**config.mk**
```make
export PLATFORM = sky130hd
export DESIGN_NAME = mems_spi_arbiter
export DESIGN_NICKNAME = d
export VERILOG_FILES = /design/src/rtl/mems_spi_pkg.sv /design/src/rtl/mems_spi_req_slot.sv /design/src/rtl/mems_spi_arbiter.sv
export SDC_FILE = /design/constraint.sdc
export NUM_CORES = 1
export LEC_CHECK = 0
export CORE_MARGIN = 3
export CORE_UTILIZATION = 45
export CTS_BUF_LIST = sky130_fd_sc_hd__clkbuf_8 sky130_fd_sc_hd__clkbuf_16
export DETAILED_ROUTE_END_ITERATION = 8
export HOLD_SLACK_MARGIN = 0.15
export PLACE_DENSITY = 0.83
export SLEW_MARGIN = 20
export SYNTH_ARGS = -nofsm -noshare
export SYNTH_HDL_FRONTEND = slang
export SYNTH_SLANG_ARGS = --single-unit
```
**constraint.sdc**
```tcl
create_clock -name clk -period 1.6 [get_ports clk]
set_input_delay 0.24 -clock clk [delete_from_list [all_inputs] [get_ports clk]]
set_output_delay 0.24 -clock clk [all_outputs]
set_load 0.01 [all_outputs]
```
**src/rtl/mems_spi_pkg.sv**
```systemverilog
// mems_spi_pkg: shared state encoding, requester ids and default word width for the MEMS DAC SPI arbiter
package mems_spi_pkg;
  typedef enum logic [1:0] {IDLE, ISSUE, WAIT_ACK, WAIT_DONE} state_t;
  localparam logic REQ_SCAN = 1'b0;
  localparam logic REQ_HOST = 1'b1;
  localparam int DEFAULT_DATA_WIDTH = 24;
endpackage

```
**src/rtl/mems_spi_req_slot.sv**
```systemverilog
// mems_spi_req_slot: one-deep request holding register with overflow detect
module mems_spi_req_slot import mems_spi_pkg::*; #(
  parameter int DATA_WIDTH = DEFAULT_DATA_WIDTH
) (
  input  logic                  clk,
  input  logic                  rst,
  input  logic                  start,
  input  logic [DATA_WIDTH-1:0] data_in,
  input  logic                  clear,
  output logic                  busy,
  output logic [DATA_WIDTH-1:0] data,
  output logic                  ovf
);
  logic take;
  assign take = start && (!busy || clear);
  // A start on the freeing cycle refills the slot; a start on an occupied slot only raises the sticky overflow
  always_ff @(posedge clk) begin
    if (rst) begin
      busy <= 1'b0;
      data <= '0;
      ovf  <= 1'b0;
    end else begin
      busy <= take || (busy && !clear);
      if (take) data <= data_in;
      if (start && !take) ovf <= 1'b1;
    end
  end
endmodule

```
**src/rtl/mems_spi_arbiter.sv**
```systemverilog
// mems_spi_arbiter: shares one MEMS DAC SPI master between the scan sequencer and the host/config path
module mems_spi_arbiter import mems_spi_pkg::*; #(
  parameter int DATA_WIDTH  = DEFAULT_DATA_WIDTH,
  parameter int MAX_CONSEC  = 4,
  parameter int ACK_TIMEOUT = 8
) (
  input  logic                  clk,
  input  logic                  rst,
  input  logic                  req0_start,
  input  logic [DATA_WIDTH-1:0] req0_data,
  input  logic                  req0_lock,
  input  logic                  req1_start,
  input  logic [DATA_WIDTH-1:0] req1_data,
  output logic                  req0_busy,
  output logic                  req1_busy,
  output logic                  req0_done,
  output logic                  req1_done,
  output logic                  spi_start,
  output logic [DATA_WIDTH-1:0] spi_data,
  input  logic                  spi_busy,
  output logic                  grant,
  output logic                  ack_err,
  output logic [1:0]            ovf_err
);
  localparam int CW = $clog2(MAX_CONSEC + 1);
  localparam int TW = $clog2(ACK_TIMEOUT + 1);
  state_t state, state_n;
  logic [CW-1:0] consec, consec_n;
  logic [TW-1:0] tcnt;
  logic [DATA_WIDTH-1:0] data0, data1;
  logic go, host_win, timeout, done;
  mems_spi_req_slot #(.DATA_WIDTH(DATA_WIDTH)) u_slot0 (
    .clk(clk), .rst(rst), .start(req0_start), .data_in(req0_data), .clear(req0_done),
    .busy(req0_busy), .data(data0), .ovf(ovf_err[0])
  );
  mems_spi_req_slot #(.DATA_WIDTH(DATA_WIDTH)) u_slot1 (
    .clk(clk), .rst(rst), .start(req1_start), .data_in(req1_data), .clear(req1_done),
    .busy(req1_busy), .data(data1), .ovf(ovf_err[1])
  );
  assign host_win  = req1_busy && !req0_lock && (!req0_busy || consec == CW'(MAX_CONSEC));
  assign go        = state == IDLE && !spi_busy && (req0_busy || (req1_busy && !req0_lock));
  assign timeout   = state == WAIT_ACK && !spi_busy && tcnt == TW'(ACK_TIMEOUT - 1);
  assign done      = !rst && (timeout || (state == WAIT_DONE && !spi_busy));
  assign req0_done = done && grant == REQ_SCAN;
  assign req1_done = done && grant == REQ_HOST;
  assign spi_start = !rst && state == ISSUE;
  // Transfer sequencing: wait for a free master, pulse start, wait for busy to rise, then for it to fall
  always_comb begin
    state_n = state;
    case (state)
      IDLE:      if (go) state_n = ISSUE;
      ISSUE:     state_n = WAIT_ACK;
      WAIT_ACK:  state_n = spi_busy ? WAIT_DONE : timeout ? IDLE : WAIT_ACK;
      WAIT_DONE: if (!spi_busy) state_n = IDLE;
      default:   state_n = IDLE;
    endcase
  end
  // Starvation guard: count scan wins while host waits, saturating; reset by a host win or an idle host
  always_comb begin
    consec_n = consec;
    if (!req1_busy || (go && host_win)) consec_n = '0;
    else if (go && consec != CW'(MAX_CONSEC)) consec_n = consec + 1'b1;
  end
  // State, counters, latched winner/word and the sticky acknowledge error
  always_ff @(posedge clk) begin
    if (rst) begin
      state    <= IDLE;
      consec   <= '0;
      tcnt     <= '0;
      grant    <= REQ_SCAN;
      spi_data <= '0;
      ack_err  <= 1'b0;
    end else begin
      state  <= state_n;
      consec <= consec_n;
      tcnt   <= state == ISSUE ? TW'(1) : state == WAIT_ACK ? tcnt + 1'b1 : '0;
      if (go) begin
        grant    <= host_win;
        spi_data <= host_win ? data1 : data0;
      end
      if (timeout) ack_err <= 1'b1;
    end
  end
endmodule
```
After elaboration in Yosys (flattened, before gate mapping)
Index checks and enable logic that the tools add are counted.
W data, S select, Z words.
{"block": "totals", "ff_bits": 87, "input_bits": 54, "out_inout_bits": 33, "wordCells": 73}
{"block": "op_classes", "n_addsub": 2, "eq_ne": 8, "mux": 8, "bitwise": 2, "reduce_logical": 40}
{"op": "$mux W24", "n": 1}
{"op": "$logic_and A1 B1 Y1", "n": 19}
{"op": "$logic_not A1 Y1", "n": 9}
{"op": "$logic_or A1 B1 Y1", "n": 8}
{"op": "$mux W2", "n": 4}
{"op": "$pmux W2 S4", "n": 1}
{"op": "$add A4 B1 Y4 const B", "n": 1}
{"op": "$eq A2 B2 Y1 const B", "n": 2}
{"op": "$eq A4 B3 Y1 const B", "n": 1}
{"op": "$ne A2 B2 Y1 const B", "n": 2}
{"op": "$add A3 B1 Y3 const B", "n": 1}
{"op": "$eq A3 B3 Y1 const B", "n": 1}
{"op": "$ne A3 B3 Y1 const B", "n": 1}
{"op": "$reduce_or A3 Y1", "n": 1}
{"op": "$eq A2 B1 Y1 const B", "n": 1}
{"op": "$logic_not A2 Y1", "n": 1}
{"op": "$mux W1", "n": 2}
{"op": "$not A1 Y1", "n": 2}
{"op": "$reduce_and A2 Y1", "n": 1}
{"op": "$reduce_or A2 Y1", "n": 1}

Longest topological paths before layout
Gate-level depths: netlist (run 1).
{"block": "depth", "ltp_word": 10, "ltp_mapped": 8, "depth_no_buf": 6}

Hierarchy
From an unflattened synthesis (run 1), not the netlist that was laid out.
{"block": "unflattened", "cells_unflattened": 421, "hier_area_um2": 4068.9}
{"module": "mems_spi_req_slot", "instances": 2, "cells_per_inst": 112, "area_per_inst_um2": 1169.9, "seq_area_each_um2": 520.5}
{"module": "mems_spi_arbiter", "instances": 1, "cells_per_inst": 197, "area_per_inst_um2": 1729.2, "seq_area_each_um2": 700.7}

Worst setup path before layout (run 1)
OpenSTA, ideal clock, no wires.
{"block": "synth_path", "path_kind": "reg2reg", "startpoint": "reg tcnt[0]", "endpoint": "reg u_slot1.data[0]", "setup_time_ns": 0.072, "arrival_time_ns": 1.460, "required_time_ns": 1.528, "path_slack_ns": 0.069, "path_stages_with_launch": 7, "path_buffers": 1, "synth_period_minus_slack_ns": 1.531, "cell_sequence": "dfxtp_1 ha_1 and3b_1 o21ai_2 a21oi_4 buf_6 mux2i_1"}
{"block": "synth_between", "elab_chain_len": 7}
{"element": "from (decl)", "line_no": "mems_spi_arbiter.sv:29", "rtl": "logic [TW-1:0] tcnt;"}
{"element": "from (signal assigned)", "line_no": "mems_spi_arbiter.sv:76", "rtl": "tcnt <= state == ISSUE ? TW'(1) : state == WAIT_ACK ? tcnt + 1'b1 : '0;"}
{"element": "$eq A4 B3 Y1", "line_no": "mems_spi_arbiter.sv:42", "rtl": "assign timeout = state == WAIT_ACK && !spi_busy && tcnt == TW'(ACK_TIMEOUT - 1);"}
{"element": "$logic_and A1 B1 Y1", "line_no": "mems_spi_arbiter.sv:42"}
{"element": "$logic_or A1 B1 Y1", "line_no": "mems_spi_arbiter.sv:43", "rtl": "assign done = !rst && (timeout || (state == WAIT_DONE && !spi_busy));"}
{"element": "$logic_and A1 B1 Y1", "line_no": "mems_spi_arbiter.sv:43"}
{"element": "$logic_and A1 B1 Y1", "line_no": "mems_spi_arbiter.sv:45", "rtl": "assign req1_done = done && grant == REQ_HOST;"}
{"element": "$logic_or A1 B1 Y1", "line_no": "mems_spi_req_slot.sv:15", "rtl": "assign take = start && (!busy || clear);"}
{"element": "$logic_and A1 B1 Y1", "line_no": "mems_spi_req_slot.sv:15"}
{"element": "to (signal assigned)", "line_no": "mems_spi_req_slot.sv:24", "rtl": "if (take) data <= data_in;"}
{"element": "to (decl)", "line_no": "mems_spi_req_slot.sv:11", "rtl": "output logic [DATA_WIDTH-1:0] data,"}
Every way passes these cells.
A chain may end at the register's enable or synchronous reset.

Final worst setup path (run 1)
{"block": "layout_path", "startpoint": "reg tcnt[1]", "endpoint": "reg u_slot0.data[2]"}
{"block": "layout_between", "elab_chain_len": 7}
{"element": "$eq A4 B3 Y1", "line_no": "mems_spi_arbiter.sv:42"}
{"element": "$logic_and A1 B1 Y1", "line_no": "mems_spi_arbiter.sv:42"}
{"element": "$logic_or A1 B1 Y1", "line_no": "mems_spi_arbiter.sv:43"}
{"element": "$logic_and A1 B1 Y1", "line_no": "mems_spi_arbiter.sv:43"}
{"element": "$logic_and A1 B1 Y1", "line_no": "mems_spi_arbiter.sv:44", "rtl": "assign req0_done = done && grant == REQ_SCAN;"}
{"element": "$logic_or A1 B1 Y1", "line_no": "mems_spi_req_slot.sv:15"}
{"element": "$logic_and A1 B1 Y1", "line_no": "mems_spi_req_slot.sv:15"}
{"element": "to (signal assigned)", "line_no": "mems_spi_req_slot.sv:24"}
{"element": "to (decl)", "line_no": "mems_spi_req_slot.sv:11"}
Every way passes these cells.

==> results of run 1 <==
sequential cells by signal, indices dropped and copies added, names as in the netlist:
| signal | count |
|---|---|
| ack_err | 1 |
| u_slot0.data | 24 |
| spi_data | 24 |
| u_slot1.data | 24 |
| state | 2 |
| grant | 1 |
| u_slot1.ovf | 1 |
| u_slot0.ovf | 1 |
| u_slot1.busy | 1 |
| tcnt | 4 |
| u_slot0.busy | 1 |
| consec | 3 |
power by group through the flow:
stage               Sequential [mW]  Combinational (mW)  Clock [mW]
floorplan                      2.46               0.453           0
global placement               2.44               0.823           0
detailed placement             2.45               0.840           0
CTS                            2.40               0.893        1.90
global route                   2.42                1.01        2.00
finish                         2.40               0.931        1.88
how the worst max path moves through the flow:
stage | from | slack [ns] | endpoint | cells after the start
floorplan | tcnt[0]$_SDFF_PP0_ | 0.07 | u_slot1.data[0]$_SDFFE_PP0P_ | 6
global placement | spi_busy | -0.30 | req0_done | 5
detailed placement | spi_busy | -0.37 | u_slot0.data[8]$_SDFFE_PP0P_ | 7
CTS | tcnt[1]$_SDFF_PP0_ | -0.07 | u_slot1.data[9]$_SDFFE_PP0P_ | 8
global route | tcnt[1]$_SDFF_PP0_ | -0.11 | u_slot1.data[23]$_SDFFE_PP0P_ | 7
finish | tcnt[1]$_SDFF_PP0_ | -0.05 | u_slot0.data[2]$_SDFFE_PP0P_ | 8
stage by stage:
stage	cells	TNS, ns
final	602	-0.269
after global routing	602	-2.98
after floorplan	394	0
after CTS	597	-1.29
after detailed placement	576	-20.19
after global placement	576	-16.00
cell usage in the layout, fill, tap and decap left out, drive strengths merged, types with 3 or more instances in the layout:
master         instances
inv                    9
o21ai                  5
nor2                  36
ha                     3
mux2i                 73
nand2b                96
clkdlybuf4s50         80
a211oi                25
and3b                  3
dfxtp                 87
bufinv                 3
buf                   32
a21oi                  4
clkbuf                13
metal layers:
metal,GRT usage,part of all wire,vias to the layer above
li1,-,-,1518
met2,0.306,0.50,55
met1,0.222,0.46,1423
met4,0.0504,0.0075,0
met5,0,0,-
met3,0.0271,0.032,4
area by class of cell:
class | instances | share of cell area
clock inverter | 6 | 0.0209
multi-input combinational | 269 | 0.373
timing repair buffer | 118 | 0.235
sequential | 87 | 0.318
clock buffer | 10 | 0.0250
inverter | 7 | 0.00477
tap | 105 | 0.0238
kinds of logic (layout without fill, tap and decap cells):
logic type | count (synthesis) | in the layout | synth area share
buffers and inverters | 38 | 141 | 0.0639
adder cells (fa/ha/maj) | 3 | 3 | 0.00949
AO/OA/AOI/OAI | 43 | 43 | 0.0806
XOR/XNOR | 2 | 2 | 0.00443
multiplexers | 73 | 73 | 0.185
flip-flops | 87 | 87 | 0.440
AND/OR/NAND/NOR | 148 | 148 | 0.217
worst reg2reg max path, cell delays in order (launching register included):
cell	delay [ns]
dfxtp_2	0.36
ha_4	0.13
and3b_2	0.22
o21ai_2	0.07
buf_6	0.14
a21boi_4	0.17
buf_12	0.14
buf_12	0.13
mux2i_2	0.21
timing repair:
item,4_1_cts,5_1_grt
cloned,2,3
pin swaps,5,11
setup endpoints to repair,75,78
hold buffers,0,0
resized for setup,21,20
endpoints found under the hold margin,0,0
buffers inserted,4,3
==> results.tsv, run 1 <==
stage	metric	value	unit
outcome	status	complete, but fails checks	
outcome	failed_checks	setup timing	
critical_path	crit_required	1.85	ns
synth	yosysMostFrequentCell	nand2b_1	
final_layout	final_cell_area	5510	sq um
synth	avgSynthCellArea	10.0	sq um
floorplan	core.rowCount	33	
critical_path	reg2reg_setup_slack	-0.05	ns
floorplan	initial_core_util	0.472	
timing	fmax	0.608	GHz
placement	gp_congestion	0.812	
global_routing	gr-total-overflow	0	
power	power.density	947	nW/um^2
synth	netlist.top_cell.by_area	dfxtp_1	
placement	post-dp-hpwl	5.87	mm
synth	synth_warnings	0	
critical_path	path_class	reg2reg	
clock_tree	htreeDepth	3	
critical_path	crit_slowest_cell	dfxtp_2	
timing	hold_viol	0	
global_routing	grt_max_degree	69	
synth	ys_ff_latch	87	
clock_tree	cts_tree	done	
timing	slew_headroom	0.665	
critical_path	worstReg2RegEnd	u_slot0.data[2]$_SDFFE_PP0P_	
global_routing	grt_usage	0.175	
final_layout	antenna_cells	0	
timing	rsz0062_at_grt	true	
final_layout	fillerInstances	652	
detailed_routing	drc_errors	0	
synth	synth_edf_count	0	
timing	worst_hold_slack	0.341	ns
timing	skew	0.0114	ns
synth	synth_cell_types	39	
timing	finalCritPeriodShare	1.03	
global_routing	antenna_found_initial	0	
clock_tree	clkTransAtPathRegs	0.09	ns
critical_path	r2r_cells	8	
job	max_cap_violations	0	
floorplan	die-area	9960	sq um
critical_path	r2r_start	tcnt[1]$_SDFF_PP0_	
power	peakVddDrop	0.512	mV
critical_path	crit_chain	ha_4 -> and3b_2 -> o21ai_2 -> buf_6 -> a21boi_4 -> buf_12 -> buf_12 -> mux2i_2	
critical_path	cp_top_family	buffers and inverters	
critical_path	worstPathMaxFanout	7	
detailed_routing	drtIter0Drc	73	
critical_path	cp-start-kind	flip-flop	
power	p_int	3.95	mW
power	p_seq_frac	0.461	
synth	synth_cells	394	
placement	dpl_cell_area	4980	sq um
final_layout	final_nets	549	
timing	fin_crit	1.65	ns
detailed_routing	routed_wirelength	9.08	mm
synth	async_flop_share	0	
synth	ys_seq_area_frac	0.440	
min_path	min_from	rst	
critical_path	critPathCaptureType	flip-flop	
floorplan	fp.dieH	99.8	um
floorplan	core_area	8380	sq um
critical_path	slowest_delay	0.36	ns
synth	synth_flop_cell	dfxtp_1	
detailed_routing	first_pass_iters	6	
floorplan	die_w	99.8	um
final_layout	drive_gt1_frac	0.161	
placement	pre_cts_slack	-0.366	ns
power	p_leak	2.10	nW
detailed_routing	ant_nets	0	
power	p_comb_frac	0.179	
clock_tree	numCtsBuffers	9	
synth	syn-num-nets	451	
timing	fin_ws	-0.0450	ns
synth	netlist_top_cells_count	96 x nand2b_1, 87 x dfxtp_1, 73 x mux2i_1	
clock_tree	root_buffer	clkbuf_8	
min_path	holdPathStages	3	
final_layout	seqCellArea	1750	sq um
floorplan	io_pins	87	
clock_tree	clk-insertion-delay-late	0.34	ns
min_path	hold_path_class	in2reg	
final_layout	area_delta_synth_final	39.2	%
global_routing	grt_pass1_vias	3013	
clock_tree	clock_sinks	87	
synth	syn_area	3960	sq um
placement	portBuffers	86	
critical_path	cp_common_cell	buf_12	
timing	slew_violations	0	
synth	synth_top_cell_area_share	0.440	
global_routing	grt_pass1_wl	14.2	mm
timing	setup_violations	21	
final_layout	finish.utilization	0.657	
min_path	hold_path_end	u_slot0.busy$_SDFF_PP0_	
detailed_routing	dr_total_vias	3000	
clock_tree	clock_path_buffers	2	
power	switching_share	0.242	
synth	synth_area_leaders	dfxtp_1 44%, mux2i_1 18%, nand2b_1 15%	
power	pwr-share-clk	0.360	
power	p_sw	1.26	mW
final_layout	multi_input_area	2060	sq um
timing	tightest_slew	0.502	ns
power	power	5.22	mW
detailed_routing	viasPerCell	4.98	
critical_path	arrival	1.90	ns
detailed_routing	avgRoutedWirePerCell	15.1	um
critical_path	path_buf_inv	3	
(Power assumes the default switching activity.)
==> inputs of run 2 (changes only) <==
Settings changed: RECOVER_POWER set to 50.
==> results of run 2 <==
Final layout, timing and power as in run 1 (identical DEF).
